File: src/rtl/front_panel_ctrl.sv
// front_panel_ctrl: Altair console sequencer; define FP_PROTECT_EN for the 1 KB-block protect map
module front_panel_ctrl #(
  parameter int SETTLE_CYCLES = 16,
  parameter int ACK_TIMEOUT = 255
) (
  input  logic        clk,
  input  logic        reset,
  input  logic [1:0]  switches_status [0:24],
  output logic [0:35] leds_status,
  input  logic [15:0] cpu_addr_in,
  input  logic [7:0]  cpu_data_in,
  input  logic [9:0]  cpu_status_in,
  output logic        cpu_run,
  output logic        cpu_reset,
  output logic        cpu_step,
  output logic [15:0] mem_addr,
  output logic [7:0]  mem_wdata,
  output logic        mem_we,
  output logic        mem_req,
  input  logic        mem_ack,
  input  logic [7:0]  mem_rdata
);
  localparam logic [2:0] OFF = 3'd0, RUN = 3'd1, IDLE = 3'd2, RD_REQ = 3'd3, WR_REQ = 3'd4, STEP = 3'd5;
  localparam int CW = $clog2(SETTLE_CYCLES + 1);
  localparam int TW = $clog2(ACK_TIMEOUT + 1);
  logic [2:0] state;
  logic [15:0] addr_reg, na, sw_addr, sw_hi;
  logic [7:0] data_reg;
  logic [TW-1:0] tmo;
  logic [1:0] smp [16:22];
  logic [1:0] com [16:22];
  logic [1:0] com_d [16:22];
  logic [CW-1:0] cnt [16:22];
  logic [18:22] fire;
  logic on, stop, prot_hit, prot_led, unused_ok;
  always_comb begin
    for (int i = 0; i < 16; i++) begin
      sw_addr[i] = switches_status[i][0];
      sw_hi[i] = switches_status[i][1];
    end
    for (int i = 18; i <= 22; i++) fire[i] = com_d[i] == 2'd0 && com[i] != 2'd0;
  end
  assign on = com[16] != 2'd0;
  assign stop = com[17] != 2'd0;
  assign na = com[19][1] ? addr_reg : addr_reg + 16'd1;
`ifdef FP_PROTECT_EN
  logic [63:0] pmap;
  assign prot_hit = pmap[na[15:10]];
  assign prot_led = pmap[addr_reg[15:10]];
  assign unused_ok = ^{sw_hi, switches_status[23], switches_status[24]};
`else
  assign prot_hit = 1'b0;
  assign prot_led = 1'b0;
  assign unused_ok = ^{sw_hi, switches_status[23], switches_status[24], fire[21], com[21]};
`endif
  // A switch value commits only after it has held steady for SETTLE_CYCLES samples
  always_ff @(posedge clk or posedge reset) begin
    if (reset) begin
      for (int i = 16; i <= 22; i++) begin
        smp[i] <= '0;
        com[i] <= '0;
        com_d[i] <= '0;
        cnt[i] <= '0;
      end
    end else begin
      for (int i = 16; i <= 22; i++) begin
        com_d[i] <= com[i];
        if (switches_status[i] != smp[i]) begin
          smp[i] <= switches_status[i];
          cnt[i] <= '0;
        end else if (cnt[i] != CW'(SETTLE_CYCLES - 1)) cnt[i] <= cnt[i] + 1'b1;
        else com[i] <= smp[i];
      end
    end
  end
  always_ff @(posedge clk or posedge reset) begin
    if (reset) begin
      state <= OFF;
      cpu_run <= 1'b0;
      cpu_reset <= 1'b0;
      cpu_step <= 1'b0;
      mem_req <= 1'b0;
      mem_we <= 1'b0;
      mem_addr <= '0;
      mem_wdata <= '0;
      addr_reg <= '0;
      data_reg <= '0;
      tmo <= '0;
      leds_status <= '0;
`ifdef FP_PROTECT_EN
      pmap <= '0;
`endif
    end else begin
      cpu_reset <= 1'b0;
      cpu_step <= 1'b0;
      leds_status <= state == OFF ? 36'd0 :
                     state == RUN ? {cpu_status_in, 2'b00, cpu_data_in, cpu_addr_in} :
                     {1'b0, prot_led, 8'd0, 1'b1, 1'b0, data_reg, addr_reg};
      if (!on && state != OFF) begin
        state <= OFF;
        cpu_run <= 1'b0;
        mem_req <= 1'b0;
        mem_we <= 1'b0;
      end else begin
        case (state)
          OFF: if (on) begin
            cpu_reset <= 1'b1;
            cpu_run <= !stop;
            state <= stop ? IDLE : RUN;
          end
          RUN: if (stop) begin
            cpu_run <= 1'b0;
            addr_reg <= cpu_addr_in;
            data_reg <= cpu_data_in;
            state <= IDLE;
          end else if (fire[20] && com[20][1]) begin
            cpu_reset <= 1'b1;
            addr_reg <= '0;
          end
          IDLE: if (!stop) begin
            cpu_run <= 1'b1;
            state <= RUN;
          end else if (fire[20]) begin
            cpu_reset <= com[20][1];
            if (com[20][1]) addr_reg <= '0;
          end else if (fire[18]) begin
            addr_reg <= com[18][1] ? sw_addr : addr_reg + 16'd1;
            state <= RD_REQ;
          end else if (fire[19]) begin
            addr_reg <= na;
            data_reg <= sw_addr[7:0];
            state <= prot_hit ? RD_REQ : WR_REQ;
          end else if (fire[22]) begin
            cpu_step <= 1'b1;
            state <= STEP;
          end
`ifdef FP_PROTECT_EN
          else if (fire[21]) pmap[addr_reg[15:10]] <= com[21][1];
`endif
          RD_REQ, WR_REQ: if (!mem_req) begin
            mem_req <= 1'b1;
            mem_we <= state == WR_REQ;
            mem_addr <= addr_reg;
            mem_wdata <= data_reg;
            tmo <= '0;
          end else if (mem_ack) begin
            mem_req <= 1'b0;
            mem_we <= 1'b0;
            if (state == RD_REQ) data_reg <= mem_rdata;
            state <= state == WR_REQ ? RD_REQ : IDLE;
          end else if (tmo == TW'(ACK_TIMEOUT - 1)) begin
            mem_req <= 1'b0;
            mem_we <= 1'b0;
            data_reg <= 8'hFF;
            state <= IDLE;
          end else tmo <= tmo + 1'b1;
          STEP: begin
            addr_reg <= cpu_addr_in;
            data_reg <= cpu_data_in;
            state <= IDLE;
          end
          default: state <= OFF;
        endcase
      end
    end
  end
endmodule
File: config.mk
export PLATFORM = sky130hd
export DESIGN_NAME = front_panel_ctrl
export DESIGN_NICKNAME = d
export VERILOG_FILES = /design/src/rtl/front_panel_ctrl.sv
export SDC_FILE = /design/constraint.sdc
export NUM_CORES = 1
export LEC_CHECK = 0
export ABC_AREA = 1
export CAP_MARGIN = 20
export CORE_MARGIN = 2
export CORE_UTILIZATION = 25
export CTS_CLUSTER_SIZE = 30
export DETAILED_ROUTE_END_ITERATION = 7
export SLEW_MARGIN = 10
export SYNTH_ARGS = -nofsm -noshare
export SYNTH_HDL_FRONTEND = slang
export SYNTH_SLANG_ARGS = --single-unit
File: constraint.sdc
create_clock -name clk -period 4.4 [get_ports clk]
set_input_delay 0.44 -clock clk [delete_from_list [all_inputs] [get_ports clk]]
set_output_delay 0.44 -clock clk [all_outputs]
set_load 0.05 [all_outputs]
==> impl_metrics.env <==
export IMPL_reg2reg_to="mem_addr[15]"
export IMPL_grt_pass1_vias=6276
export IMPL_total_leakage_power_nw=4.68
export IMPL_skew_ns=0.0124
export IMPL_antenna_found_initial=1
export IMPL_synth_edf_count=0
export IMPL_cts_buffers=17
export IMPL_syn_to_final_growth_pct=29.7
export IMPL_cts_hold_buf=0
export IMPL_reg2reg_from="state[0]"
export IMPL_die_height_um=181
export IMPL_slowest_delay_ns=0.66
export IMPL_relSlewSlack_pct=41.9
export IMPL_r2r_cells=7
export IMPL_worstPathBufferInverterCount=2
export IMPL_cts_resized=0
export IMPL_powerDensity_nw_per_um2=604
export IMPL_cts_buffer_depth=2
export IMPL_grt_ovfl_total=0
export IMPL_post_dp_cell_area_um2=9500
export IMPL_grtUsageTotal_pct=12.7
export IMPL_nFillCells=3212
export IMPL_r2r_setup_slack_ns=1.77
export IMPL_fmax_mhz=380
export IMPL_yosys_warnings=0
export IMPL_gp_congestion=0.828
export IMPL_path_max_fanout=48
export IMPL_synth_seq_area_share_pct=51.7
export IMPL_crit_start="state[0]"
export IMPL_synth_xor_area_share_pct=2.58
export IMPL_hpwlAfterDp_mm=15.0
export IMPL_finalCritPeriodShare_pct=59.9
export IMPL_synth_top_family_by_area="simple AND/OR/NAND/NOR gates"
export IMPL_grt_max_degree=62
export IMPL_status="finished clean"
export IMPL_synthAdderAreaFrac_pct=2.41
export IMPL_rsz0062_at_grt="no"
export IMPL_wire_per_inst_um=13.8
export IMPL_antenna_left=0
export IMPL_yosys_area_top_type="dfrtp_1"
export IMPL_cts_tree="yes"
export IMPL_synth_nets=1034
export IMPL_fin_crit_ns=2.63
export IMPL_yosys_area_share_simple_pct=23.3
export IMPL_setup_viol=0
export IMPL_crit_chain="nor2_4 -> nand2_2 -> inv_2 -> nor2_4 -> inv_2 -> nand3_2 -> o21ai_0"
export IMPL_avgSynthCellArea_um2=8.43
export IMPL_top_regs="leds_status: 35 flops, cnt: 30 flops"
export IMPL_critPathKind="flip-flop to flip-flop"
export IMPL_worst_pin_slew_ns=0.869
export IMPL_port_buffer_count=136
export IMPL_vias=6376
export IMPL_grt_pass1_wl_mm=33.1
export IMPL_end_kind="flip-flop"
export IMPL_coreArea_um2=30700
export IMPL_critical_path_top_delay_family="simple AND/OR/NAND/NOR gates"
export IMPL_die_w_um=181
export IMPL_clkSinkCount=161
export IMPL_drt_total_wl_mm=20.2
export IMPL_drv_cap=0
export IMPL_insertion_delay_ns=0.43
export IMPL_drc=0
export IMPL_tns_ns=0
export IMPL_initial_utilization_pct=25.4
export IMPL_dieArea_um2=32600
export IMPL_crit_path_start_kind="flip-flop"
export IMPL_nets=1159
export IMPL_synth_mux_area_share_pct=1.73
export IMPL_regMostFlops="leds_status"
export IMPL_synth_seq_cells=161
export IMPL_synthCells=924
export IMPL_io_pins=160
export IMPL_cts_setup_buffers=0
export IMPL_layout_drive_gt1_share_pct=7.45
export IMPL_htree_levels=4
export IMPL_crit_arrival_ns=2.95
export IMPL_final_util_pct=33.0
export IMPL_cp_required_ns=4.72
export IMPL_via_per_inst=4.37
export IMPL_rows=64
export IMPL_finalMaxSlewViolations=0
export IMPL_final_area_um2=10100
export IMPL_final_cells=1458
export IMPL_largest_reg_flops=35
export IMPL_synth_cell_types=39
export IMPL_hold_violations=0
export IMPL_placed_cells=1425
export IMPL_clockRootBuffer="clkbuf_16"
export IMPL_synth_top_area_share_pct=51.7
export IMPL_ir_drop_mv=0.274
export IMPL_synth_compound_area_share_pct=10.9
export IMPL_synth_ff_type="dfrtp_1"
export IMPL_syn_area_um2=7790
export IMPL_hold_path_class="primary input to async pin"
export IMPL_drt_pass1_iterations=7
export IMPL_async_flop_share_pct=100
export IMPL_slowest_stage="nand3_2"
export IMPL_synth_area_leaders="dfrtp_1, nand2_1, o21ai_0"
export IMPL_first_iter_violations=303
export IMPL_clk_pin_slew_ns=0.07
==> power breakdown <==
group | switching (W) | leakage (nW) | internal (W) | total, W
Sequential | 0.000252 | 2.15 | 0.00185 | 0.00210
Clock | 0.000652 | 0.286 | 0.000843 | 0.00150
Combinational | 0.00172 | 2.25 | 0.000787 | 0.00251
==> synthesized netlist by cell type, types with 8 or more instances <==
| library cell | count |
|---|---|
| nand2_1 | 241 |
| xor2_1 | 11 |
| o21ai_0 | 79 |
| dfrtp_1 | 161 |
| nor3_1 | 9 |
| xnor2_1 | 12 |
| o21ai_1 | 14 |
| a21oi_1 | 46 |
| clkbuf_1 | 23 |
| nand3_1 | 47 |
| inv_1 | 92 |
| buf_6 | 8 |
| ha_1 | 15 |
| nand4_1 | 9 |
| mux2_2 | 12 |
| nor2_1 | 86 |
==> cell families (layout without fill, tap and decap cells) <==
family	after synthesis	in the layout
AOI/OAI and AO/OA	159	159
buffers and inverters	134	271
and+or+nand+nor	419	419
other	1	2
xor gates and xnor gates	23	23
muxes	12	12
DFF	161	161
adders and majority gates	15	15
==> worst max path at each step <==
| stage | end | slack (ns) | cells past startpoint |
|---|---|---|---|
| after CTS | mem_addr[15] | 1.73 | 7 |
| after global routing | mem_addr[1] | 1.41 | 7 |
| after detailed placement | mem_addr[15] | 1.75 | 7 |
| final | mem_addr[15] | 1.77 | 7 |
| after global placement | mem_addr[10] | 1.84 | 7 |
| after floorplan | addr_reg[0] | 1.92 | 1 |
==> metrics by stage <==
| stage | setup slack (ns) | power (W) | hold WS, ns |
|---|---|---|---|
| 4_1_cts | 1.73 | 0.00618 | 0.405 |
| 3_5_place_dp | 1.75 | 0.00465 | 0.391 |
| 3_3_place_gp | 1.84 | 0.00462 | 0.388 |
| 6_report | 1.77 | 0.00610 | 0.354 |
| 5_1_grt | 1.41 | 0.00650 | 0.366 |
| 2_1_floorplan | 1.92 | 0.00383 | 0.365 |
==> metal layers <==
metal | track usage (%) | wire (um)
met5 | 0 | 0
met4 | 4.35 | 378
met3 | 3.78 | 1230
met2 | 20.1 | 9240
met1 | 16.5 | 9320
==> area by class of cell <==
cell class              instances  area, um^2  area share [%]
flip-flops and latches        161        4030            39.9
multi-input cells             629        3190            31.6
repair buffers                142        1430            14.2
well taps                     396         495            4.90
clock buffers                  17         425            4.21
inverters                      98         374            3.70
clock inverters                14         159            1.57
diodes                          1        2.50          0.0248
==> placed cells by master, fill, tap and decap left out, types with 3 or more instances in the layout <==
cell             netlist  routed
o211ai_1               6       6
buf_4                  2       4
nand2_2                3       4
nor3_1                 9       9
o31ai_1                6       6
nand4_1                9       9
a21oi_1               46      46
nor3b_1                4       4
dfrtp_1              161     161
clkinv_4               0       6
ha_1                  15      15
inv_2                  5       5
o21a_1                 3       3
o21ai_0               79      79
o21ai_1               14      14
xor2_1                11      11
inv_1                 92      91
mux2_2                12      12
nand3_2                4       4
clkdlybuf4s50_1        0     136
clkbuf_16              0      17
nor2_2                 3       3
nor2_1                86      86
nor2_4                 6       6
nand3_1               47      47
xnor2_1               12      12
nand2_1              241     240
nand2_4                3       3
No activity file was read; power rests on OpenSTA's default activity.
==> RTL change: new RTL, same settings <==
Change the parameter `SETTLE_CYCLES` from 16 to 32.
--- a/src/rtl/front_panel_ctrl.sv
+++ b/src/rtl/front_panel_ctrl.sv
@@ -1,6 +1,6 @@
 // front_panel_ctrl: Altair console sequencer; define FP_PROTECT_EN for the 1 KB-block protect map
 module front_panel_ctrl #(
-  parameter int SETTLE_CYCLES = 16,
+  parameter int SETTLE_CYCLES = 32,
   parameter int ACK_TIMEOUT = 255
 ) (
   input  logic        clk,
Check against the original RTL: same outputs for any inputs over 4 cycles, from zero or initial values and one cycle with reset high; that may be too few to reach the edited logic, so the function may still have changed.
==> RTL change against the unedited design <==
  * Sequential cell count increased by 6
  * Final area grew 1.7%
  * Setup slack better by 15 ps
  * Synthesized area up 1.8%
  * Wire length up 2.0%
  * Sequential share of layout area is 0.80 points higher
  * Critical path depth grew 3
  * Critical path type unchanged
  * Critical endpoint is now addr_reg[12]$_DFFE_PP0P_
Power is not compared: it rests on default switching activity, and its combinational part moved more than twofold at a synthesized area within 25%.
==> RTL change: results (changes against the unedited design) <==
GRT
  • First-pass GRT wire length: 33.6 mm (+1.5%)
  • Total global-route track usage: 12.6% (-0.083 points)
  • Largest net degree at the start of global routing: 70 (+13%)
  • Number of global-route vias before repair: 6,345 (+1.1%)

Final layout
  • Nets: 1,196 (+3.2%)
  • Top Registers: cnt: 36 flops, leds_status: 35 flops
  • Layout cells sized above 1: 5.70% (-1.7 points)

Clocking
  • Worst-path clk slew: 70 ps (about the same)
  • Worst-Skew Late Latency: 430 ps (about the same)
  • CTS H-tree depth: 4 (unchanged)
  • CTS root buffer: clkbuf_16
  • Clock Path Buffers: 2 (unchanged)

Logic synthesis
  • Synth Net Count: 1,074 (+3.9%)
  • Compound-Gate Fraction of Synth Area: 10.9% (+0.029 points)
  • Synthesized-area fraction occupied by adder cells: 1.42% (-0.99 points)
  • Xor and xnor area share after synthesis: 3.20% (+0.62 points)
  • Synth cell count leaders: nand2_1, dfrtp_1, nor2_1
  • Syn avg cell area: 8.18 µm² (-3.0%)
  • Yosys warning count: 0 (unchanged)
  • Post-synthesis mux area share: 0.568% (-1.2 points)
  • Synth cell types: 38 (-2.6%)
  • Post-synth ARST share: 100% (unchanged)
  • Register area share after synthesis: 52.7% (+0.98 points)
  • Largest family of logic cells by synthesized area: simple AND/OR/NAND/NOR gates
  • Largest cells by area after synthesis: dfrtp_1, nand2_1, o21ai_0

Route
  • DR WL/cell: 13.6 µm (-1.4%)
  • Routed WL: 20.6 mm (+2.0%)
  • Detailed Route Iter0 Violations: 375 (+24%)
  • Vias: 6,694 (+5.0%)

Setup path
  • CP max FO: 29 (-40%)
  • CP arrival: 2930 ps (-20 ps)
  • Worst R2R Path Depth: 10 (+3)
  • CP max stage cell: nor2_4
  • Critical setup path kind: reg -> reg
  • CP max stage delay: 460 ps (-200 ps)
  • Crit path to: addr_reg[12]$_DFFE_PP0P_
  • Worst r2r src: state[2]$_DFFE_PP0P_

Hold path
  • Hold Startpoint: com[1]$_DFFE_PP0P_
  • Tightest Hold Check Type: reg -> reg

Timing
  • Tcrit/Tclk final: 59.5% (-0.33 points)
  • Final hold slack: 404 ps (+49.7 ps)
  • Setup Skew: 9.68 ps (-2.68 ps)
  • Worst-margin pin slew: 982 ps (+112 ps)

Run status
  • Run status: finished clean

Placed design
  • Placed Area: 0.00968 mm² (+1.9%)
  • Placed Cells: 1,474 (+3.4%)
  • Dpl ws: 1770 ps (+27.5 ps)
  • Hpwl dp: 15.1 mm (+0.54%)
  • Gpl congestion: 0.808 (-2.4%)
## RTL change: cell count changes after synthesis, sizes merged, moves of 4 or more
cell   unedited run  this run
o21ai            93       103
dfrtp           161       167
nand4             9        19
nand2           247       289
nor3              9         3
inv              98        92
nor3b             4         0
o31ai             6         0
ha               15         9
mux2             12         4
## RTL change: report_power, final
part           total, W  switching (W)  internal, W
sequential      0.00157      0.0000158      0.00155
clock           0.00149       0.000647     0.000842
combinational  0.000193       0.000103    0.0000898
total           0.00325       0.000766      0.00249
## RTL change: final cells by class
| cell class | instances | area [µm²] |
|---|---|---|
| Fill cell | 3263 | 21100 |
| Sequential cell | 167 | 4180 |
| Multi-Input combinational cell | 674 | 3240 |
| Timing Repair Buffer | 140 | 1430 |
| Tap cell | 402 | 503 |
| Clock buffer | 18 | 429 |
| Inverter | 92 | 349 |
| Clock inverter | 14 | 150 |
| Antenna cell | 1 | 2.50 |
## RTL change: layer usage
layer,track usage [%],vias to the layer above,share of wire (%),wire (µm)
met2,20.1,129,46,9450
met4,3.74,0,1.4,294
met1,17.0,3196,48,9800
li1,-,3353,-,-
met3,3.25,16,5.0,1030
met5,0,-,0,0
## RTL change: cells by family after synthesis
kind of cell | count (synthesis)
multiplexers | 4
flip-flops | 167
AND/OR/NAND/NOR | 467
AO/OA/AOI/OAI | 164
buffers and inverters | 129
other | 1
adder cells (fa/ha/maj) | 9
XOR/XNOR | 29
## RTL change: worst register-to-register path: cells and delay by family (launching register included)
kind	cells	cell delay, ps
buffers and inverters	1	230
and+or+nand+nor	8	1730
DFF	1	450
AOI/OAI and AO/OA	1	100
